## config.mk

```make
export PLATFORM = sky130hd
export DESIGN_NAME = spi_target_flat
export DESIGN_NICKNAME = d
export VERILOG_FILES = /design/src/rtl/spi_target_if.sv /design/src/rtl/spi_target.sv /design/src/flat_wrapper.sv
export SDC_FILE = /design/constraint.sdc
export NUM_CORES = 1
export LEC_CHECK = 0
export BUFFER_PORTS_ARGS = -buffer_cell sky130_fd_sc_hd__buf_2
export CORE_MARGIN = 3
export CORE_UTILIZATION = 55
export DETAILED_ROUTE_END_ITERATION = 10
export GPL_TIMING_DRIVEN = 0
export PLACE_DENSITY = 0.73
export SLEW_MARGIN = 25
export SYNTH_ARGS = -nofsm -noshare
export SYNTH_HDL_FRONTEND = slang
export SYNTH_SLANG_ARGS = --single-unit
```

## constraint.sdc

```tcl
create_clock -name clk -period 1.76 [get_ports clk]
set_input_delay 0.352 -clock clk [delete_from_list [all_inputs] [get_ports clk]]
set_output_delay 0.352 -clock clk [all_outputs]
set_load 0.02 [all_outputs]
```

## src/rtl/spi_target_if.sv

```systemverilog
// SPI target bundle: the SPI pins plus the tx/rx word handshake.
// The slave modport is the target's view; master is the view of whatever drives it.
interface spi_target_if #(
  parameter int unsigned WIDTH = 8
);
  logic             spi_sck;
  logic             spi_cs_n;
  logic             spi_mosi;
  logic             spi_miso;
  logic             spi_miso_oe;
  logic [WIDTH-1:0] tx_data;
  logic             tx_valid;
  logic             tx_ready;
  logic [WIDTH-1:0] rx_data;
  logic             rx_valid;
  logic             tx_underrun;

  modport slave (
    input  spi_sck, spi_cs_n, spi_mosi, tx_data, tx_valid,
    output spi_miso, spi_miso_oe, tx_ready, rx_data, rx_valid, tx_underrun
  );

  modport master (
    output spi_sck, spi_cs_n, spi_mosi, tx_data, tx_valid,
    input  spi_miso, spi_miso_oe, tx_ready, rx_data, rx_valid, tx_underrun
  );
endinterface

```

## src/rtl/spi_target.sv

```systemverilog
// Mode-0 SPI target, oversampled by clk: synchronized pins, rx/tx shift registers,
// and a one-word tx holding buffer that is loaded at frame start and after each word.
module spi_target #(
  parameter int unsigned WIDTH = 8
) (
  input  logic         clk,
  input  logic         cpu_reset_n,
  spi_target_if.slave  bus
);

  localparam int unsigned CntW = $clog2(WIDTH);

  typedef enum logic {StIdle, StActive} state_e;

  state_e            state_q, state_d;
  logic              sck_s1_q, sck_s2_q, sck_prev_q;
  logic              cs_s1_q, cs_s2_q, cs_prev_q;
  logic              mosi_s1_q, mosi_s2_q;
  logic [1:0]        settle_q, settle_d;
  logic              armed_q, armed_d;
  logic [CntW-1:0]   cnt_q, cnt_d;
  logic              reload_q, reload_d;
  logic [WIDTH-1:0]  tx_shift_q, tx_shift_d;
  logic [WIDTH-2:0]  rx_shift_q, rx_shift_d;
  logic [WIDTH-1:0]  hold_q, hold_d;
  logic              hold_full_q, hold_full_d;
  logic [WIDTH-1:0]  rx_data_q, rx_data_d;
  logic              rx_valid_q, rx_valid_d;
  logic              underrun_q, underrun_d;

  logic sck_rise, sck_fall, cs_fall, load;

  assign sck_rise = sck_s2_q & ~sck_prev_q;
  assign sck_fall = ~sck_s2_q & sck_prev_q;
  // Only a falling edge seen after a genuine high sample after reset starts a frame;
  // the reset value of the cs stages must not fake one when cs_n is already low.
  assign cs_fall  = armed_q & cs_prev_q & ~cs_s2_q;

  always_comb begin
    state_d     = state_q;
    settle_d    = {settle_q[0], 1'b1};
    armed_d     = armed_q | (settle_q[1] & cs_s2_q);
    cnt_d       = cnt_q;
    reload_d    = reload_q;
    tx_shift_d  = tx_shift_q;
    rx_shift_d  = rx_shift_q;
    hold_d      = hold_q;
    hold_full_d = hold_full_q;
    rx_data_d   = rx_data_q;
    rx_valid_d  = 1'b0;
    underrun_d  = 1'b0;
    load        = 1'b0;

    unique case (state_q)
      StIdle: begin
        if (cs_fall) begin
          state_d  = StActive;
          cnt_d    = '0;
          reload_d = 1'b0;
          load     = 1'b1;
        end
      end
      StActive: begin
        if (cs_s2_q) begin
          state_d  = StIdle;
          cnt_d    = '0;
          reload_d = 1'b0;
        end else begin
          if (sck_rise) begin
            rx_shift_d = {rx_shift_q[WIDTH-3:0], mosi_s2_q};
            if (cnt_q == CntW'(WIDTH - 1)) begin
              cnt_d      = '0;
              rx_data_d  = {rx_shift_q, mosi_s2_q};
              rx_valid_d = 1'b1;
              reload_d   = 1'b1;
            end else begin
              cnt_d = cnt_q + CntW'(1);
            end
          end
          if (sck_fall) begin
            if (reload_q) begin
              load     = 1'b1;
              reload_d = 1'b0;
            end else begin
              tx_shift_d = {tx_shift_q[WIDTH-2:0], 1'b1};
            end
          end
        end
      end
      default: state_d = StIdle;
    endcase

    if (load) begin
      if (hold_full_q) begin
        tx_shift_d  = hold_q;
        hold_full_d = 1'b0;
      end else begin
        tx_shift_d = '1;
        underrun_d = 1'b1;
      end
    end

    // A word offered in the same cycle as an empty-buffer load waits for the next load.
    if (bus.tx_valid && !hold_full_q) begin
      hold_d      = bus.tx_data;
      hold_full_d = 1'b1;
    end
  end

  always_ff @(posedge clk) begin
    if (!cpu_reset_n) begin
      sck_s1_q    <= 1'b0;
      sck_s2_q    <= 1'b0;
      sck_prev_q  <= 1'b0;
      cs_s1_q     <= 1'b1;
      cs_s2_q     <= 1'b1;
      cs_prev_q   <= 1'b1;
      mosi_s1_q   <= 1'b0;
      mosi_s2_q   <= 1'b0;
      settle_q    <= '0;
      armed_q     <= 1'b0;
      state_q     <= StIdle;
      cnt_q       <= '0;
      reload_q    <= 1'b0;
      tx_shift_q  <= '1;
      rx_shift_q  <= '0;
      hold_q      <= '0;
      hold_full_q <= 1'b0;
      rx_data_q   <= '0;
      rx_valid_q  <= 1'b0;
      underrun_q  <= 1'b0;
    end else begin
      sck_s1_q    <= bus.spi_sck;
      sck_s2_q    <= sck_s1_q;
      sck_prev_q  <= sck_s2_q;
      cs_s1_q     <= bus.spi_cs_n;
      cs_s2_q     <= cs_s1_q;
      cs_prev_q   <= cs_s2_q;
      mosi_s1_q   <= bus.spi_mosi;
      mosi_s2_q   <= mosi_s1_q;
      settle_q    <= settle_d;
      armed_q     <= armed_d;
      state_q     <= state_d;
      cnt_q       <= cnt_d;
      reload_q    <= reload_d;
      tx_shift_q  <= tx_shift_d;
      rx_shift_q  <= rx_shift_d;
      hold_q      <= hold_d;
      hold_full_q <= hold_full_d;
      rx_data_q   <= rx_data_d;
      rx_valid_q  <= rx_valid_d;
      underrun_q  <= underrun_d;
    end
  end

  assign bus.spi_miso    = tx_shift_q[WIDTH-1];
  assign bus.spi_miso_oe = ~cs_s2_q;
  assign bus.tx_ready    = ~hold_full_q;
  assign bus.rx_data     = rx_data_q;
  assign bus.rx_valid    = rx_valid_q;
  assign bus.tx_underrun = underrun_q;

endmodule

```

## src/flat_wrapper.sv

```systemverilog
// flat-port wrapper written by rule: the top's interface ports become plain ports
module spi_target_flat 
#(
  parameter int unsigned WIDTH = 8
)
  (clk, cpu_reset_n, bus_spi_sck, bus_spi_cs_n, bus_spi_mosi, bus_tx_data, bus_tx_valid, bus_spi_miso, bus_spi_miso_oe, bus_tx_ready, bus_rx_data, bus_rx_valid, bus_tx_underrun);
  spi_target_if #(.WIDTH(WIDTH)) bus_i ();
  input  logic clk;
  input  logic cpu_reset_n;
  input wire logic [$bits(bus_i.spi_sck)-1:0] bus_spi_sck;
  input wire logic [$bits(bus_i.spi_cs_n)-1:0] bus_spi_cs_n;
  input wire logic [$bits(bus_i.spi_mosi)-1:0] bus_spi_mosi;
  input wire logic [$bits(bus_i.tx_data)-1:0] bus_tx_data;
  input wire logic [$bits(bus_i.tx_valid)-1:0] bus_tx_valid;
  output wire logic [$bits(bus_i.spi_miso)-1:0] bus_spi_miso;
  output wire logic [$bits(bus_i.spi_miso_oe)-1:0] bus_spi_miso_oe;
  output wire logic [$bits(bus_i.tx_ready)-1:0] bus_tx_ready;
  output wire logic [$bits(bus_i.rx_data)-1:0] bus_rx_data;
  output wire logic [$bits(bus_i.rx_valid)-1:0] bus_rx_valid;
  output wire logic [$bits(bus_i.tx_underrun)-1:0] bus_tx_underrun;
  assign bus_i.spi_sck = bus_spi_sck;
  assign bus_i.spi_cs_n = bus_spi_cs_n;
  assign bus_i.spi_mosi = bus_spi_mosi;
  assign bus_i.tx_data = bus_tx_data;
  assign bus_i.tx_valid = bus_tx_valid;
  assign bus_spi_miso = bus_i.spi_miso;
  assign bus_spi_miso_oe = bus_i.spi_miso_oe;
  assign bus_tx_ready = bus_i.tx_ready;
  assign bus_rx_data = bus_i.rx_data;
  assign bus_rx_valid = bus_i.rx_valid;
  assign bus_tx_underrun = bus_i.tx_underrun;
  spi_target #(.WIDTH(WIDTH)) u_core (.clk(clk), .cpu_reset_n(cpu_reset_n), .bus(bus_i));
endmodule
```

==> Yosys cells after proc, flatten, opt, wreduce, memory -nomap -nowiden <==
Index checks and enable logic that the tools add are counted.
{ "word_totals": {"output_inout_bits": 13, "word_cells": 81, "input_bits": 14, "register_bits": 50} }
{ "op_classes": {"bitwise": 13, "n_mux": 30, "n_eq_ne": 5, "n_reduce_logical": 11, "add_sub_neg": 1} }
{ "op_table": {"columns": ["operator", "count"], "rows": [
  ["8-bit two-way mux", 6],
  ["1-bit two-way mux", 16],
  ["3-bit two-way mux", 4],
  ["4-bit AND reduction", 2],
  ["1-bit NOT", 7],
  ["1-bit one-hot mux with 2 select lines", 3],
  ["3-bit one-hot mux with 2 select lines", 1],
  ["2-bit nonzero test", 3],
  ["1-bit bitwise AND", 5],
  ["2-bit inequality test (second input constant)", 2],
  ["2-bit AND reduction", 2],
  ["4-bit OR reduction", 1],
  ["3-bit by 1-bit adder with 3-bit output (second input constant)", 1],
  ["3-bit equality test (second input constant)", 1],
  ["3-bit inequality test (second input constant)", 1],
  ["3-bit AND reduction", 1],
  ["2-bit by 1-bit inequality test with 1-bit output (second input constant)", 1],
  ["1-bit logical AND", 1],
  ["1-bit zero test", 1],
  ["1-bit OR", 1]
]} }

==> Logic depth before layout (Yosys ltp) <==
{ "logic_depth": {"depth_word": 7, "depth_mapped": 6, "depth_no_buf": 5} }

==> Worst setup path after synthesis <==
Ideal clock, no wire load.
{ "synth_timing": {"path_type": "register to register", "from": "register u_core.cnt_q[0]", "to": "register u_core.cnt_q[0]", "synth_period_minus_slack_ns": 1.342, "arrival_ns": 1.272, "stages_incl_launch_ff": 5, "path_slack_ns": 0.418, "t_required_ns": 1.690, "cell_sequence": "dfxtp_1 > ha_1 > ha_1 > or4_1 > a21boi_1"} }
{ "synth_via": {"elab_chain_len": 5} }
{ "synth_rtl": {"columns": ["item", "line", "rtl"], "rows": [
  ["start: declaration", "spi_target.sv:21", "logic [CntW-1:0] cnt_q, cnt_d;"],
  ["start signal: assignment", "spi_target.sv:144", "cnt_q <= cnt_d;"],
  ["3-bit by 1-bit adder with 3-bit output or 3-bit equality test (tied branches)", "spi_target.sv:77, spi_target.sv:71", null],
  ["3-bit two-way mux (*)", "spi_target.sv:71", "if (cnt_q == CntW'(WIDTH - 1)) begin"],
  ["3-bit two-way mux (*)", "spi_target.sv:69", "if (sck_rise) begin"],
  ["3-bit two-way mux (*)", "spi_target.sv:64", "if (cs_s2_q) begin"],
  ["3-bit one-hot mux with 2 select lines (*)", "spi_target.sv:54", "unique case (state_q)"]
]} }
Mark *: on every way between the ends. The rest lies on a longest branch, timed or not. The select of a mux whose other input is x is not followed.
A chain may end at the register's enable or synchronous reset.

==> Final worst setup path <==
{ "layout_timing": {"from": "register u_core.state_q", "to": "register u_core.tx_shift_q[6]"} }
{ "layout_via": {"elab_chain_len": 4} }
{ "layout_rtl": {"columns": ["item", "line", "rtl"], "rows": [
  ["start: declaration", "spi_target.sv:15", "state_e state_q, state_d;"],
  ["start signal: assignment", "spi_target.sv:122", "state_q <= StIdle;"],
  ["start signal: assignment", "spi_target.sv:143", "state_q <= state_d;"],
  ["1-bit NOT (no line)", null, null],
  ["1-bit one-hot mux with 2 select lines", "spi_target.sv:54", null],
  ["2-bit inequality test (no line) or 2-bit nonzero test (tied branches)", null, null],
  ["4-bit AND reduction (no line)", null, null],
  ["end signal: assignment", "spi_target.sv:146", "tx_shift_q <= tx_shift_d;"],
  ["end: declaration", "spi_target.sv:23", "logic [WIDTH-1:0] tx_shift_q, tx_shift_d;"]
]} }
Several ways; a longest one is shown, not always the timed one.

==> metrics <==
IO Pins=27; worst vdd ir=between 0.6 and 0.7 mV; min cycle time layout=1.53 ns; WL final=between 3000 and 4000 µm; Slew @ Worst Pin=~0.45 ns; CTS H-tree lvls=2; Max Freq=between 600 and 700 MHz; WP data required=2.00 ns; Die ar.=0.00427 mm²; layout overhead on the synthesized area=11.8%; share of layout cells above drive strength 1=19.1%; Avg Inst Size Synth=around 9.5 µm²; post-cts sizing count=0; drt pass-1 iters=6; DR vias=1,474; Synth Cell Area=0.00194 mm²; busiest layer in global routing=met2; sequential fraction of the synthesis area=51.7%; CP Class=flip-flop to flip-flop; cells taking the most area after synthesis=dfxtp_1 52%, nand2_1 7.0%, nor2b_1 4.5%, mux2i_1 3.6%, a21boi_1 3.5%; initial antenna violation count=0; Residual DRC=0; final hold vios=0; # port buffers=26; Yosys cell types=34; Max clock buf depth=2; number of vias per cell=5.28; final setup violation count=0; Num CTS Buffers=5; crit start category=flip-flop; Core Area=0.00320 mm²; area post-placement=0.00212 mm²; vias in the first global route=1,444; Final #Nets=251; cell taking the most area after synthesis=dfxtp_1; P_sw=between 0.0004 and 0.0005 W; sequential share of power=about 67%; Worst setup EP type=flip-flop; Syn Nets=around 220; clock-pin slew on the worst setup and hold paths=0.13 ns; Total GRT Usage=around 20%; outcome=finished clean; Crit Path Max Fanout=9; WL/cell=13.0 µm; P per Cell Area=816 mW/mm²; Mapped Cells=203; final hold slack=0.122 ns; DR iter-0 viols=between 60 and 70; final core utilization=67.6%; final period utilization=between 80 and 90%; Root Buffer=clkbuf_4; clock sinks=50; grt met2 use=31.5%; GP Congestion=0.751; normalized max-slew margin=70.1%; GRT Residual Overflow=0; Clock Power Share=27.1%; sw frac=a little under a quarter; Setup TNS Final=0 ns; hpwl dp=2720 µm; Post-CTS Setup Inserts=0; Finished Cell Area=~0.0022 mm²; die span in y=65.3 µm; Die Wd=65.3 µm; combinational share of power=under 10%; first-pass GRT wire length=6310 µm; CTS tree=done; maxcap violations=0; Slew Limit Fails=0; WP data arrival=around 1.8 ns; RSZ-0062 raised after global routing=no; clock skew=0.0138 ns; Power Internal=approximately 0.0014 W; Antenna Cells=0; DRT antenna net count=0; Initial Util=60.5%; Yosys reg bits=50; leakage power=~0.90 nW; met3 Use GR=4.10%; largest net degree at the start of global routing=15; standard-cell rows=20; warnings from Yosys=0; clock latency on the worst-skew pair=about 0.37 ns; top cell type's share of synthesized area=51.7%; worst hold path type=primary input to flip-flop; GR met1 Demand/Resource=24.4%
-- final cells by class --
type / count / area (µm²)
clock inverter: 2 / 10.0
fill: 290 / 1040
multi-input combinational: 138 / 856
timing repair buffer: 26 / 130
clock buffer: 5 / 37.5
inverter: 3 / 11.3
sequential: 50 / 1000
tap: 44 / 55.1
buffer: 11 / 65.1
-- path summary, 6_finish.rpt --
| kind | cells past startpoint | start | slack (ns) | end |
|---|---|---|---|---|
| worst max-delay path | 5 | u_core.state_q | 0.23 | u_core.tx_shift_q[6] |
| worst min-delay path | 1 | cpu_reset_n | 0.12 | u_core.settle_q[0] |
| worst max register to register | 5 | u_core.state_q | 0.23 | u_core.tx_shift_q[6] |
| worst min register to register | 1 | u_core.cs_s1_q | 0.43 | u_core.cs_s2_q |
-- registers in the layout, indices dropped and copies added (netlist names), 2 cells and up --
register	count
u_core.bus.rx_data	8
u_core.cnt_q	3
u_core.hold_q	8
u_core.rx_shift_q	7
u_core.settle_q	2
u_core.tx_shift_q	8
-- layout by cell type, fill, tap and decap left out, types with 5 or more instances in the layout --
master / n
and2_1: 6
clkbuf_1: 7
a21boi_1: 9
mux2i_1: 7
a21boi_0: 8
dfxtp_1: 50
nand2_1: 36
nor2b_1: 14
nand3_1: 8
nor2_1: 10
buf_2: 27
o311ai_1: 7
nor3_1: 8
clkbuf_4: 5
-- through the flow --
| step | power, W | setup WS (ns) | std cells |
|---|---|---|---|
| final | 0.00177 | 0.233 | 279 |
| after global routing | 0.00185 | 0.0935 | 279 |
| after CTS | 0.00179 | 0.0813 | 280 |
| after detailed placement | 0.00131 | 0.224 | 273 |
| after global placement | 0.00131 | 0.255 | 273 |
| after floorplan | 0.00127 | 0.418 | 203 |
-- per-layer routing --
layer,vias to the layer above,wire length [µm],part of all wire [%]
li1,758,-,-
met1,681,1720,48
met2,28,1680,46
met3,7,144,4.0
met4,0,75,2.1
met5,-,0,0
-- synthesized netlist by cell type, drive strengths merged --
cell type	n
nand2	36
mux2i	7
buf	4
and4bb	1
a21oi	4
o21ai	1
nand3	8
a31oi	1
or4	1
nor2b	14
clkbuf	8
nor2	10
nand3b	2
dfxtp	50
and2	6
o22ai	1
ha	2
and3	2
a21o	2
and3b	1
o221a	1
a22oi	2
nand4b	1
inv	3
nand2b	3
a21boi	17
o311ai	7
nor3	8
-- critical path, cell delays in order (launching register included) --
cell      delay (ns)
dfxtp_1         0.51
nand4b_2        0.16
a21o_2          0.23
buf_2           0.16
nor3_1          0.23
o311ai_1        0.11
-- power groups by stage --
stage	registers [W]	logic, W	clock network, W
after global routing	0.00118	0.000124	0.000542
after global placement	0.00120	0.000105	0
after CTS	0.00118	0.000110	0.000501
after detailed placement	0.00120	0.000110	0
after floorplan	0.00120	0.0000738	0
final	0.00118	0.000108	0.000480
-- cell families after synthesis --
group,share of synthesized area (%)
buffers and inverters,4.13
adders and majority gates,1.29
muxes,3.62
and+or+nand+nor,24.9
AOI/OAI and AO/OA,14.4
DFF,51.7
-- what timing repair did --
item,4_1_cts,5_1_grt
setup endpoints to repair,0,1
hold buffers,0,0
hold endpoints to repair,0,0
(Power assumes the default switching activity.)
